**src/rtl/list_fold_sum.sv**
```systemverilog
// Terminal fold stage for a list stream: pulls elements over a 4-phase req/ack
// handshake and reports their saturating sum and count with a sticky done flag.
module list_fold_sum #(
  parameter int DATA_WIDTH     = 8,
  parameter int ACC_WIDTH      = 16,
  parameter int COUNT_WIDTH    = 8,
  parameter int TIMEOUT_CYCLES = 1024
) (
  input  logic                   CLOCK_50,
  input  logic                   reset_n,
  input  logic                   start_i,
  output logic                   req_o,
  input  logic                   ack_i,
  input  logic                   eol_i,
  input  logic [DATA_WIDTH-1:0]  value_i,
  output logic                   busy_o,
  output logic                   done_o,
  output logic [ACC_WIDTH-1:0]   sum_o,
  output logic [COUNT_WIDTH-1:0] count_o,
  output logic                   ovf_o,
  output logic                   timeout_o
);

  localparam logic [2:0] S_IDLE     = 3'd0;
  localparam logic [2:0] S_REQ      = 3'd1;
  localparam logic [2:0] S_WAIT_ACK = 3'd2;
  localparam logic [2:0] S_RELEASE  = 3'd3;
  localparam logic [2:0] S_FINISH   = 3'd4;
  localparam logic [2:0] S_DONE     = 3'd5;

  localparam int WD_W = (TIMEOUT_CYCLES > 1) ? $clog2(TIMEOUT_CYCLES) : 1;

  logic [2:0]             state;
  logic                   start_s;
  logic                   start_q;
  logic                   ack_q;
  logic                   eol_q;
  logic [DATA_WIDTH-1:0]  value_q;
  logic [WD_W-1:0]        wd;

  logic                   start_rise;
  logic                   wd_expired;
  logic [ACC_WIDTH:0]     sum_ext;
  logic [COUNT_WIDTH:0]   count_ext;

  always_comb begin
    start_rise = start_s & ~start_q;
    wd_expired = (TIMEOUT_CYCLES != 0) && (wd == WD_W'(TIMEOUT_CYCLES - 1));
    sum_ext    = {1'b0, sum_o} + {{(ACC_WIDTH + 1 - DATA_WIDTH){1'b0}}, value_q};
    count_ext  = {1'b0, count_o} + {{COUNT_WIDTH{1'b0}}, 1'b1};
  end

  always_ff @(posedge CLOCK_50 or negedge reset_n) begin
    if (!reset_n) begin
      state     <= S_IDLE;
      start_s   <= 1'b0;
      start_q   <= 1'b0;
      ack_q     <= 1'b0;
      eol_q     <= 1'b0;
      value_q   <= '0;
      wd        <= '0;
      req_o     <= 1'b0;
      busy_o    <= 1'b0;
      done_o    <= 1'b0;
      sum_o     <= '0;
      count_o   <= '0;
      ovf_o     <= 1'b0;
      timeout_o <= 1'b0;
    end else begin
      start_s <= start_i;
      start_q <= start_s;
      ack_q   <= ack_i;
      eol_q   <= eol_i;
      // value is held by the producer while ack is high, so this copy stays aligned with ack_q
      value_q <= value_i;

      case (state)
        S_IDLE, S_DONE: begin
          if (start_rise) begin
            sum_o     <= '0;
            count_o   <= '0;
            done_o    <= 1'b0;
            ovf_o     <= 1'b0;
            timeout_o <= 1'b0;
            busy_o    <= 1'b1;
            state     <= S_REQ;
          end
        end

        S_REQ: begin
          wd <= '0;
          if (!start_s) begin
            state <= S_FINISH;
          end else begin
            req_o <= 1'b1;
            state <= S_WAIT_ACK;
          end
        end

        S_WAIT_ACK: begin
          // abort wins over a simultaneous ack so no element is taken after start drops
          if (!start_s) begin
            req_o <= 1'b0;
            wd    <= '0;
            state <= S_FINISH;
          end else if (ack_q) begin
            req_o <= 1'b0;
            wd    <= '0;
            if (eol_q) begin
              state <= S_FINISH;
            end else begin
              if (sum_ext[ACC_WIDTH]) begin
                sum_o <= '1;
                ovf_o <= 1'b1;
              end else begin
                sum_o <= sum_ext[ACC_WIDTH-1:0];
              end
              if (count_ext[COUNT_WIDTH]) begin
                count_o <= '1;
                ovf_o   <= 1'b1;
              end else begin
                count_o <= count_ext[COUNT_WIDTH-1:0];
              end
              state <= S_RELEASE;
            end
          end else if (wd_expired) begin
            timeout_o <= 1'b1;
            req_o     <= 1'b0;
            wd        <= '0;
            state     <= S_FINISH;
          end else if (TIMEOUT_CYCLES != 0) begin
            wd <= wd + 1'b1;
          end
        end

        S_RELEASE: begin
          if (!start_s) begin
            wd    <= '0;
            state <= S_FINISH;
          end else if (!ack_q) begin
            state <= S_REQ;
          end
        end

        S_FINISH: begin
          if (!ack_q) begin
            done_o <= 1'b1;
            busy_o <= 1'b0;
            state  <= S_DONE;
          end else if (wd_expired) begin
            timeout_o <= 1'b1;
            done_o    <= 1'b1;
            busy_o    <= 1'b0;
            state     <= S_DONE;
          end else if (TIMEOUT_CYCLES != 0) begin
            wd <= wd + 1'b1;
          end
        end

        default: begin
          req_o  <= 1'b0;
          busy_o <= 1'b0;
          state  <= S_IDLE;
        end
      endcase
    end
  end

endmodule

```
**config.mk**
```make
export PLATFORM = sky130hd
export DESIGN_NAME = list_fold_sum
export DESIGN_NICKNAME = d
export VERILOG_FILES = /design/src/rtl/list_fold_sum.sv
export SDC_FILE = /design/constraint.sdc
export NUM_CORES = 1
export LEC_CHECK = 0
export CAP_MARGIN = 20
export CELL_PAD_IN_SITES_DETAIL_PLACEMENT = 1
export CELL_PAD_IN_SITES_GLOBAL_PLACEMENT = 1
export CORE_MARGIN = 2
export CORE_UTILIZATION = 45
export DETAILED_ROUTE_END_ITERATION = 10
export MAX_ROUTING_LAYER = met4
export PLACE_DENSITY_LB_ADDON = 0.25
export SETUP_SLACK_MARGIN = 0.2
export SYNTH_ARGS = -nofsm -noshare
export SYNTH_HDL_FRONTEND = slang
export SYNTH_SLANG_ARGS = --single-unit
```
**constraint.sdc**
```tcl
create_clock -name CLOCK_50 -period 3.5 [get_ports CLOCK_50]
set_input_delay 0.35 -clock CLOCK_50 [delete_from_list [all_inputs] [get_ports CLOCK_50]]
set_output_delay 0.35 -clock CLOCK_50 [all_outputs]
set_load 0.005 [all_outputs]
```
* Word-level counts from Yosys, hierarchy flattened
Cells that the tools add are included.
** Storage, ports and cells
- Bits of input ports :: 13
- Register bits :: 54
** Operators by class
- Equal/unequal tests :: 19
- Multiplexer cells :: 53
- Bitwise gates (word level) :: 4
- $add $sub $neg :: 3
- Reductions and logical operators :: 16
** Operators by type and width (number)
- 16-bit 2-to-1 mux :: 5
- 10-bit 2-to-1 mux :: 6
- 8-bit 2-to-1 mux :: 5
- 10-bit case mux with 4 select lines :: 1
- 16-bit case mux with 2 select lines :: 1
- 3-bit 2-to-1 mux :: 10
- 1-bit 2-to-1 mux :: 18
- 2-bit inequality test, second input constant :: 9
- 16-bit by 8-bit adder with 17-bit output :: 1
- 8-bit case mux with 2 select lines :: 1
- 3-bit case mux with 5 select lines :: 1
- 10-bit by 1-bit adder with 10-bit output, second input constant :: 1
- 10-bit == test, second input constant :: 1
- 5-bit AND reduction :: 2
- 8-bit by 1-bit adder with 9-bit output, second input constant :: 1
- 3-bit inequality test, second input constant :: 3
- 1-bit case mux with 3 select lines :: 3
- 3-bit AND reduction :: 3
- 4-bit AND reduction :: 2
- 3-bit by 2-bit == test with 1-bit output, second input constant :: 2
- 3-bit == test, second input constant :: 2
- 6-bit AND reduction :: 1
- 4-bit inequality test, second input constant :: 1
- 1-bit case mux with 2 select lines :: 2
- 10 further kinds :: 13

* Logic depth before layout (Yosys ltp)
Gate-level depths: netlist (run 1).
- Depth after elaboration :: 7
- Mapped depth :: 9
- Mapped depth without buffers :: 7

* Least setup slack after synthesis (run 1)
OpenSTA, ideal clock, no wires.
- Kind :: register to register
- Start :: register sum_o[0]
- End :: register ovf_o
- Path slack :: 1124 ps
- Required time :: 3375 ps
- Path buffers :: 0
- Data arrival time :: 2252 ps
- Stages on the path, launching flop included :: 8
- Clock period less this slack :: 2376 ps
- Cell sequence :: dfrtp_1 > ha_1 > fa_1 > a211oi_1 > o211ai_1 > and3_1 > o21ai_0 > mux2_2
** Between the ends
- Cells in the longest elaborated chain, start to end :: 3
** Ends and longest elaborated chain
- start: declaration :: RTL line 18 : output logic [ACC_WIDTH-1:0] sum_o,
- start signal: assignment :: RTL line 116 : sum_o <= sum_ext[ACC_WIDTH-1:0];
- 16-bit by 8-bit adder with 17-bit output :: RTL line 49 : sum_ext = {1'b0, sum_o} + {{(ACC_WIDTH + 1 - DATA_WIDTH){1'b0}}, value_q};
- 3-bit inequality test (no line)
- 6-bit AND reduction (no line)
- end signal: assignment :: RTL line 67 : ovf_o <= 1'b0;
- end signal: assignment :: RTL line 83 : ovf_o <= 1'b0;
- end signal: assignment :: RTL line 114 : ovf_o <= 1'b1;
- end: declaration :: RTL line 20 : output logic ovf_o,
No other way between the ends.
A chain may end at the register's enable or synchronous reset.

* Worst setup path in the final report (run 1)
Ends and elaborated chain as after synthesis.

==> results.txt, run 1 <==
The run finished with clean final reports. The number of global-route vias before repair is 2,772. After detailed routing, the total wire length is 7560 um.

The synthesized net count is 340. The power share of the sequential group is 41.8%. The switching power share of the total came out at 39.6%. The setup-violating endpoint count in the final report is 0. The post-synthesis instance area is 0.00303 mm^2.

Once the clock tree was built, the resizer swapped 0 gates to a different size. The critical path data required time came out at 3.70 ns. STA classifies the critical path startpoint as a flop.

Leaving out fill and tap cells, the most frequent cell in the layout is sky130_fd_sc_hd__dfrtp_1. The minimum setup slack among reg-to-reg paths came out at 0.82 ns. The row count came out at 29. The vertical die dimension is 86.1 um. In this run the worst setup path terminates at ovf_o$_DFFE_PN0P_. Data arrives at the worst endpoint at 2.88 ns. The worst-case IR drop observed on VDD is 0.000218 V. The number of different library cells used by synthesis comes to 66.

The part of the power in combinational logic is 39.4%. The max-capacitance violation count is 0. The clock passes through at most 2 buffers. TritonCTS built the clock tree. Once layout is done, the placed cells without fillers occupy 0.00356 mm^2. The post-layout net count is 380.

The slack of the critical path is 0.820 ns. The residual DRC count came out at 0. The headroom to the max-slew limit came out at 41.8%. The cell with the largest stage delay on the worst path is sky130_fd_sc_hd__fa_1. The setup path with the least slack is of type flop to flop.

The worst slack after detailed placement came out at 0.856 ns. The number of antenna violations at the first check in global routing came out at 0. Sequential cells were found to cover 44.6% of the synthesized design area. Timing would allow up to 373 MHz.

Leaving out fill and tap cells, the most frequent cells in the layout are sky130_fd_sc_hd__dfrtp_1 (54), sky130_fd_sc_hd__clkdlybuf4s50_1 (40), sky130_fd_sc_hd__nand2_1 (37), sky130_fd_sc_hd__o21ai_0 (27), sky130_fd_sc_hd__nor2_1 (23). The number of max-slew violations in the final report came out at 0. Averaged over all synthesized cells, the footprint is 9.59 um^2. The overall die area came out at 0.00741 mm^2.

Walking the worst path, the cells encountered are ha_1 > fa_1 > a211oi_1 > o211ai_1 > and3_1 > o21ai_0 > mux2_2. The endpoint identified for the worst register-to-register timing path is ovf_o$_DFFE_PN0P_. The clock period minus worst slack is 2.68 ns. The first-pass GRT wire length came out at 13,200 um. The critical-path maximum fanout came out at 12. The number of synthesized flops with an enable pin is 0. The number of detailed-routing iterations run before antenna repair is 4. The antenna violation net count after detailed routing is 0.

The weighted congestion reported at the end of routability-driven placement came out at 0.885. The startpoint identified for the worst hold timing path is start_i. Setup repair after global routing left no endpoint under its margin.

Synthesis produced 316 cells. The H-tree depth reported by CTS came out at 2. 42 I/O pins were placed.

The overall global routing resource usage came out at 22.7%. The pin count of the biggest net entering global routing came out at 36. The worst setup path is captured at a flop. After clock tree synthesis, the clock-pin slew on the worst setup and hold paths is 0.10 ns. The half-perimeter wire length after placement is 5450 um.

Cells with a size suffix above 1 make up 7.28% of the layout. The total leakage power came out at 0.00158 uW. In the final timing run, aggregate negative setup slack is 0 ns. The worst min-delay path class is primary input to flop. The critical path starts at sum_o[0]$_DFFE_PN0P_. Relative to the synthesized area, the layout overhead comes to 17.6%. The share of total power in the clock network came out at 18.8%. CTS placed an instance of sky130_fd_sc_hd__clkbuf_8 at the clock tree root. The tree built by TritonCTS fans out to 54 sinks. The critical path's largest stage delay came out at 0.44 ns.

The later pin in the worst-skew pair is clocked with a latency of 0.31 ns. The analysis attributes to net switching a power of 777 uW. The residual overflow from global routing is 0.

The design internal power is 1180 uW. The number of buffers inserted during clock tree synthesis came out at 5. The count of final hold-check violations is 0. The total via count in the routed design came out at 2,623. The measured slew at the worst slew-check pin is 0.871 ns. The number of buffers added on ports is 41. The core box area is 0.00642 mm^2. The post-detailed-route via-to-cell ratio came out at 6.04. The ratio of final minimum period to clock period came out at 76.6%.

The worst register-to-register path begins at sum_o[0]$_DFFE_PN0P_. The initial core utilization is 47.2%. The initial detailed-routing violation count is 132. Counting flops with an async set or reset pin after synthesis yields a share of 100%. Measured along the x axis, the die boundary spans 86.1 um. The total number of yosys warnings came out at 0.

The depth of the worst register-to-register path is 7. Once placement finished, the instance area stood at 0.00346 mm^2. The diode insertion count for antenna repair is 0.

The routed wirelength normalized by instance count came out at 17.4 um. In the synthesized netlist the dominant register cell turns out to be sky130_fd_sc_hd__dfrtp_1. Counting flops and latches in the post-synthesis netlist gives 54. In this run the power density over the cells is 550 mW/mm^2. The setup skew after layout is 0.0122 ns.
[cell type report]
class,count,area [um^2]
Sequential cell,54,1350
Clock inverter,1,5.00
Fill cell,757,2860
Clock buffer,7,86.3
Timing Repair Buffer,44,430
Inverter,6,22.5
Multi-Input combinational cell,245,1570
Tap cell,77,96.3
[layer usage]
metal | routed length (um) | GRT usage, %
met3 | 278 | 4.33
met2 | 3690 | 36.2
met5 | 0 | -
met1 | 3500 | 29.5
met4 | 84 | 6.49
[critical path: cells and delay by family (launching register included)]
family / cells / cell delay, ns
mux: 1 / 0.36
fa+ha+maj: 2 / 0.69
flops: 1 / 0.40
simple gates: 1 / 0.36
compound gates: 3 / 0.76
[metrics by stage]
step | hold slack [ns] | std cells | utilization [%] | total power [uW]
after floorplan | 0.0544 | 316 | - | 1360
after global placement | 0.327 | 425 | 53.9 | 1580
after detailed placement | 0.338 | 425 | 53.9 | 1600
after CTS | 0.464 | 434 | 55.5 | 1980
after global routing | 0.466 | 434 | 55.5 | 2110
final | 0.471 | 434 | 55.5 | 1960
[synthesized netlist by cell type (3+ instances only)]
library cell	n	area (um^2)
sky130_fd_sc_hd__a21o_1	3	22.5
sky130_fd_sc_hd__and2_1	3	18.8
sky130_fd_sc_hd__nor3_1	8	40.0
sky130_fd_sc_hd__inv_1	6	22.5
sky130_fd_sc_hd__buf_6	4	45.0
sky130_fd_sc_hd__a22oi_1	3	22.5
sky130_fd_sc_hd__nand4_1	3	18.8
sky130_fd_sc_hd__a21oi_1	22	110
sky130_fd_sc_hd__dfrtp_1	54	1350
sky130_fd_sc_hd__a211oi_1	5	37.5
sky130_fd_sc_hd__nand2_1	37	139
sky130_fd_sc_hd__nor2b_1	3	18.8
sky130_fd_sc_hd__nand3_1	12	60.1
sky130_fd_sc_hd__xor2_1	7	61.3
sky130_fd_sc_hd__o211ai_1	6	45.0
sky130_fd_sc_hd__buf_4	3	22.5
sky130_fd_sc_hd__ha_1	10	125
sky130_fd_sc_hd__and3_1	11	68.8
sky130_fd_sc_hd__a31oi_1	9	56.3
sky130_fd_sc_hd__or3_1	4	25.0
sky130_fd_sc_hd__o21ai_0	27	135
sky130_fd_sc_hd__nor2_1	23	86.3
[power groups by stage]
stage / clock network, uW / registers [uW] / logic [uW]
6_report: 367 / 819 / 773
4_1_cts: 382 / 820 / 775
3_5_place_dp: 0 / 828 / 770
5_1_grt: 404 / 836 / 866
2_1_floorplan: 0 / 776 / 584
3_3_place_gp: 0 / 826 / 751
[cell families after synthesis]
logic type      synth area share (%)
simple gates                    21.5
buf+inv                         3.51
fa+ha+maj                       4.79
flops                           44.6
compound gates                  21.4
mux                             1.03
xor+xnor                        3.14
[registers in the layout, indices dropped and copies added (netlist names)]
name,count
sum_o,16
wd,10
count_o,8
value_q,8
state,3
ack_q,1
busy_o,1
done_o,1
eol_q,1
ovf_o,1
req_o,1
start_q,1
start_s,1
timeout_o,1
[timing repair]
| item | in CTS | in global routing |
|---|---|---|
| hold buffers | 1 | 0 |
| setup buffers | 0 | 0 |
| hold endpoints to repair | 15 | 0 |
[worst min path at each step]
stage / to / cells past startpoint
global placement: sum_o[8]$_DFFE_PN0P_ / 1
floorplan: ack_q$_DFF_PN0_ / 0
CTS: start_s$_DFF_PN0_ / 1
global route: value_q[1]$_DFF_PN0_ / 1
detailed placement: sum_o[8]$_DFFE_PN0P_ / 1
finish: start_s$_DFF_PN0_ / 1
Power figures use the tool's default switching activity.
==> run 2: changes to the inputs <==
Settings changed: CORE_UTILIZATION 45 to 38.
Clock period 3.5 ns to 2.25 ns, I/O delays scaled along.
==> results.txt, run 2 (synthesis results as in run 1) <==
The most flop-heavy register is sum_o. The row count is 32. In this run the critical register-to-register path is captured at ovf_o$_DFFE_PN0P_.

Counting instances, the worst hold path has a depth of 1. For the final routed database, the setup TNS stands at 0 ns. The startpoint-to-endpoint class of the critical path is flop to flop. The count of nets left with antenna violations once routing finished came out at 0.

Setup violations remaining at the end of the flow were counted as 0. The end point of the critical path is ovf_o$_DFFE_PN0P_. For the pin with the worst max-slew slack, the measured transition is 0.645 ns. The die covers 0.00870 mm^2.

The worst setup path is launched from a flop. In the final layout, the registers with the most flip-flops are sum_o: 16 flops, wd: 10 flops. Setup repair after global routing could not meet its margin everywhere. The weighted congestion reported at the end of routability-driven placement came out at 0.881.

The cell sitting at the root of the clock tree is a sky130_fd_sc_hd__clkbuf_8. The number of global-route vias before repair came out at 2,890. The H-tree was split into 2 levels.

Setup slack on the worst reg-to-reg path comes out at 0.16 ns. The vertical die dimension came out at 93.3 um. The number of detailed-routing iterations run before antenna repair is 4. The critical-path maximum fanout is 3.

The net switching power came out at 1300 uW. STA classifies the critical path endpoint as a flop. The setup skew after layout is 0.00889 ns. The headroom to the max-slew limit came out at 57.0%. Cells with a size suffix above 1 make up 19.9% of the layout. Entering global routing, the biggest net connects 29 pins. The flow ran to the end, and the final reports show no timing, DRC or antenna violations. The total power draw is 3270 uW. The number of max-slew violations in the final report came to 0. The clock latency reported for the late side of the worst-skew pair came out at 0.31 ns. For this configuration, the core starts out at a cell density of 39.2%. The CTS clock-pin slew for the worst setup and hold paths came out at 0.10 ns. The final hold slack is 0.344 ns.

VDD sags by at most 0.000380 V. Combinational cells account for 44.4% of the total power. The clock sink count came out at 54.

The depth of the worst register-to-register path is 7. TritonCTS built the clock tree. The power share of the sequential group came out at 39.0%. Using the TritonRoute via totals, the vias-per-cell ratio works out to 5.65.

During placement, the flow inserted port buffers numbering 41. In the layout the commonest cells are sky130_fd_sc_hd__dfrtp_1 (51), sky130_fd_sc_hd__clkdlybuf4s50_1 (40), sky130_fd_sc_hd__nand2_1 (36), sky130_fd_sc_hd__buf_4 (25), sky130_fd_sc_hd__nor2_1 (23). Dividing the detail-routed wire length by the instance count gives 17.5 um. The post-layout net count is 406.

The residual overflow from global routing is 0. The switching power share of the total came out at 39.9%. The clock period minus worst slack came out at 2.09 ns.

The core box area is 0.00773 mm^2. The die is 93.3 um wide. The diode insertion count for antenna repair is 0. The number of flip-flops under the largest register name came out at 16. The arrival time of the worst setup path is 2.29 ns.

The internal portion of the total power is 1960 uW. The first-pass GRT wire length came out at 14,100 um. The worst-case clock buffer depth is 2. The ratio of final minimum period to clock period is 92.9%.

The max-capacitance violation count is 0. The achievable clock frequency came out at 479 MHz. The area growth from synthesis to layout came out at 30.3%. The half-perimeter wire length after placement came out at 5820 um. In this run, the number of DRC markers left after iteration 0 of detailed routing was 76. The number of antenna violations at the first check in global routing came out at 0. The library cell used most frequently in the layout, excluding fill and tap cells, is sky130_fd_sc_hd__dfrtp_1.

The min-delay analysis places its worst path in the category primary input to flop. The startpoint identified for the worst register-to-register timing path is value_q[0]$_DFF_PN0_. The overall global routing resource usage came out at 20.7%. The total leakage power is 0.00171 uW. The critical path data required time came out at 2.45 ns.

The total via count in the routed design came out at 2,734. The finished layout holds 484 standard cells, fillers aside. The number of buffers inserted during clock tree synthesis came out at 5.

Counting tap cells, the placed design contains a total of 464 instances. The final layout contains routed wiring with a total length of 8470 um. For this design the ratio of total power to cell area is 827 mW/mm^2. The launch point of the worst path is value_q[0]$_DFF_PN0_.

The count of final hold-check violations is 0. The residual DRC count came out at 0. Pin placement for this block handled 42 I/O pins.

The share of total power in the clock network is 16.6%.
## run 2: timing repair
| item | CTS | global route |
|---|---|---|
| pin swaps | 12 | 10 |
| hold buffers | 1 | 0 |
| gates resized for setup | 14 | 17 |
| setup buffers | 3 | 8 |
| endpoints found under the setup margin | 16 | 21 |
| gates cloned | 1 | 0 |
| endpoints found under the hold margin | 26 | 0 |
## run 2: per-stage QoR
stage | worst slack (ns) | utilization, % | area [um^2]
3_5_place_dp | 0.0804 | 47.0 | 3630
4_1_cts | 0.101 | 49.3 | 3810
6_report | 0.161 | 51.1 | 3950
2_1_floorplan | 0.0876 | - | 3050
5_1_grt | 0.0991 | 51.1 | 3950
3_3_place_gp | 0.144 | 47.0 | 3630
## run 2: worst min path at each step
stage,start,end,slack (ns)
6_report,start_i,start_s$_DFF_PN0_,0.34
5_1_grt,start_i,start_s$_DFF_PN0_,0.34
4_1_cts,ack_i,ack_q$_DFF_PN0_,0.33
3_5_place_dp,reset_n,sum_o[5]$_DFFE_PN0P_,0.29
3_3_place_gp,reset_n,sum_o[5]$_DFFE_PN0P_,0.27
2_1_floorplan,reset_n,ack_q$_DFF_PN0_,-0.07
## run 2: area by class of cell
cell class | count | area [um^2]
tap | 102 | 128
clock inverter | 1 | 7.51
clock buffer | 6 | 72.6
fill | 876 | 3780
timing repair buffer | 70 | 639
multi-input combinational | 245 | 1730
inverter | 6 | 22.5
sequential | 54 | 1360
## run 2: worst max-delay path: stages, from the launching register on
cell and delay, ns:
sky130_fd_sc_hd__dfrtp_1 0.42, sky130_fd_sc_hd__ha_4 0.18, sky130_fd_sc_hd__fa_2 0.36, sky130_fd_sc_hd__a211oi_2 0.22, sky130_fd_sc_hd__o211ai_1 0.15, sky130_fd_sc_hd__and3_4 0.24, sky130_fd_sc_hd__o21ai_2 0.12, sky130_fd_sc_hd__mux2_4 0.31
## run 2: per-layer routing
layer,share of wire [%],global-route usage (%)
met1,45,26.2
met2,52,35.0
met3,2.1,2.58
met4,0.98,5.88
met5,0,-
## run 2: power groups by stage
stage	sequential [uW]	combinational, uW	clock [uW]
final	1270	1450	542
after global routing	1300	1610	599
after CTS	1270	1390	566
after detailed placement	1280	1340	0
after global placement	1270	1300	0
after floorplan	1210	920	0
==> run 3: changes to the inputs <==
Settings changed: SLEW_MARGIN from default to 20, TNS_END_PERCENT from default to 50.
==> results.txt, run 3 (synthesis results as in run 1) <==
The run finished with clean final reports. After legalization and detailed placement, the total HPWL measured 5940 um. The arrival time of the worst setup path came out at 2.34 ns.

For the worst-skew pair, the clock arrives at the later sink with an insertion delay of 0.31 ns. The first detailed-routing pass took 4 iterations. The clock sink count is 54. The part of the power in combinational logic came out at 45.9%. The area growth from synthesis to layout came out at 30.8%.

The total leakage power came out at 0.00173 uW. The clock tree from TritonCTS is yes. The detailed router finished its first iteration with 80 violations. For this run, the top clock speed supported by timing is 468 MHz. The net switching power is 1320 uW. In this run the horizontal extent of the chip is 93.3 um.

The final core utilization came out at 51.3%. Along the worst path, the maximum fanout reaches 2. The weighted congestion reported at the end of routability-driven placement came out at 0.803. The worst min-delay path class is primary input to flop. Along the worst hold path, the cell count comes to 1. For the pin with the worst max-slew slack, the measured transition is 0.545 ns. The share of total power in the clock network came out at 16.9%.

The row count is 32. The cell sitting at the root of the clock tree is a sky130_fd_sc_hd__clkbuf_8. Across all layers, the routed design uses 2,765 vias. The largest registers in the layout are sum_o: 16 flops, wd: 10 flops. The internal power of the cells totals 2040 uW. Setup repair after global routing could not meet its margin everywhere. The total overflow left after global routing is 0.

The end of the worst register-to-register path is ovf_o$_DFFE_PN0P_. The placed cell area is 0.00363 mm^2. The overall global routing resource usage came out at 20.6%. TritonCTS created 5 clock buffers. The clock period minus worst slack is 2.14 ns.

The minimum setup slack among reg-to-reg paths came out at 0.11 ns. The post-detailed-route via-to-cell ratio is 5.69. In this run the tightest slew margin relative to its limit is 63.7%.

The critical path data required time came out at 2.46 ns. The number of filler cells placed in the layout is 886. The aggregate negative setup slack is 0 ns. The overall die area came out at 0.00870 mm^2. The worst-case clock buffer depth came out at 2. The top-level I/O count is 42. The CTS clock-pin slew for the worst setup and hold paths came out at 0.10 ns. The completed layout was analyzed and its total power is 3360 uW.

The final wirelength came out at 8740 um. After floorplanning, the core was sized to cover 0.00773 mm^2. The residual DRC count came out at 0. The register with the most flip-flops in the layout has 16 of them. Buffers placed on the I/O ports in this run total 41. The worst hold path terminates at start_s$_DFF_PN0_. The top cell types in the final layout, fill and taps aside, are sky130_fd_sc_hd__dfrtp_1 (52), sky130_fd_sc_hd__clkdlybuf4s50_1 (40), sky130_fd_sc_hd__nand2_1 (37), sky130_fd_sc_hd__buf_4 (27), sky130_fd_sc_hd__nor2_1 (23). Power spread over the standard cell area amounts to 846 mW/mm^2. The number of antenna violations at the first check in global routing is 0. The launching element type of the critical path is a flop. Of the total power, the share spent switching nets is 39.2%. After detailed routing, the average wire length per cell comes to 18.0 um. In this run the most critical hold path is launched from start_i. The repair_antennas step left the layout with diodes totalling 0. Cells with a size suffix above 1 make up 18.8% of the layout.

The worst register-to-register path begins at sum_o[0]$_DFFE_PN0P_. The depth of the worst register-to-register path came out at 7. The max-capacitance violation count came out at 0. The most common cell after layout, fill and taps aside is sky130_fd_sc_hd__dfrtp_1. The detail route stage leaves a number of antenna-violating nets equal to 0. The first-pass GRT wire length came out at 13,800 um. Across the routed clock network, the largest skew measured is 0.0111 ns. The initial core utilization is 39.2%.

The area of all placed cells without fillers came out at 0.00397 mm^2. More flip-flops sit in one register than any other, and that register is sum_o. The worst setup path is captured at a flop. Tracing the worst setup path back leads to its startpoint at sum_o[0]$_DFFE_PN0P_. The maximum vdd ir drop is 0.000528 V. Dividing the final minimum period by the clock period gives 94.9%. The number of max-slew violations in the final report is 0. The post-layout net count came out at 407. The setup-violating endpoint count in the final report came out at 0. The final hold slack is 0.344 ns. The share of total power dissipated in sequential elements is 37.3%. The number of global-route vias before repair came out at 2,836. The count of final hold-check violations came out at 0. The startpoint-to-endpoint class of the critical path is flop to flop.

The vertical die dimension is 93.3 um. The H-tree depth reported by CTS is 2. The pin count of the biggest net entering global routing is 34.
run 3: cell types whose count changed in the layout (fill, tap and decap cells not counted), sizes merged:
cell,previous run,this run
clkinv,0,1
buf,29,30
clkinvlp,1,0
clkbuf,6,7
run 3: power groups by stage:
stage	logic (uW)	clock network (uW)	registers (uW)
after floorplan	920	0	1210
after global placement	1330	0	1250
after detailed placement	1370	0	1260
after CTS	1420	593	1250
after global routing	1690	621	1270
final	1540	566	1250
run 3: through the flow:
stage / std cells / setup slack (ns)
2_1_floorplan: 316 / 0.0876
3_3_place_gp: 464 / 0.152
3_5_place_dp: 464 / 0.0881
4_1_cts: 476 / 0.0652
5_1_grt: 486 / 0.0159
6_report: 486 / 0.115
run 3: final cells by class:
cell class	instances	area (um^2)	area share, %
clock buffer	7	86.3	2.18
clock inverter	1	5.00	0.126
inverter	6	22.5	0.568
multi-input combinational	245	1720	43.3
sequential	54	1350	34.1
tap	102	128	3.22
timing repair buffer	71	653	16.5
run 3: worst max-delay path: stages (launching register included):
cell and delay, ns:
sky130_fd_sc_hd__dfrtp_1 0.42, sky130_fd_sc_hd__ha_4 0.18, sky130_fd_sc_hd__fa_2 0.37, sky130_fd_sc_hd__a211oi_2 0.23
sky130_fd_sc_hd__o211ai_1 0.15, sky130_fd_sc_hd__and3_4 0.23, sky130_fd_sc_hd__o21ai_2 0.14, sky130_fd_sc_hd__mux2_4 0.31
run 3: worst max path at each step:
stage / to / slack (ns) / depth (start not counted)
finish: ovf_o$_DFFE_PN0P_ / 0.11 / 7
global route: ovf_o$_DFFE_PN0P_ / 0.02 / 7
CTS: ovf_o$_DFFE_PN0P_ / 0.07 / 7
detailed placement: ovf_o$_DFFE_PN0P_ / 0.09 / 7
global placement: ovf_o$_DFFE_PN0P_ / 0.15 / 7
floorplan: ovf_o$_DFFE_PN0P_ / 0.09 / 7
run 3: metal layers:
metal | share of wire [%] | track usage (%) | routed length (um)
met5 | 0 | - | 0
met4 | 1.5 | 6.25 | 130
met3 | 2.6 | 3.14 | 231
met2 | 51 | 35.4 | 4450
met1 | 45 | 25.2 | 3920
run 3: repair_timing:
action	CTS	global route
gates resized for setup	8	18
endpoints found under the hold margin	21	0
setup endpoints to repair	15	26
hold buffers	1	0
pin swaps	7	9
setup buffers	3	10
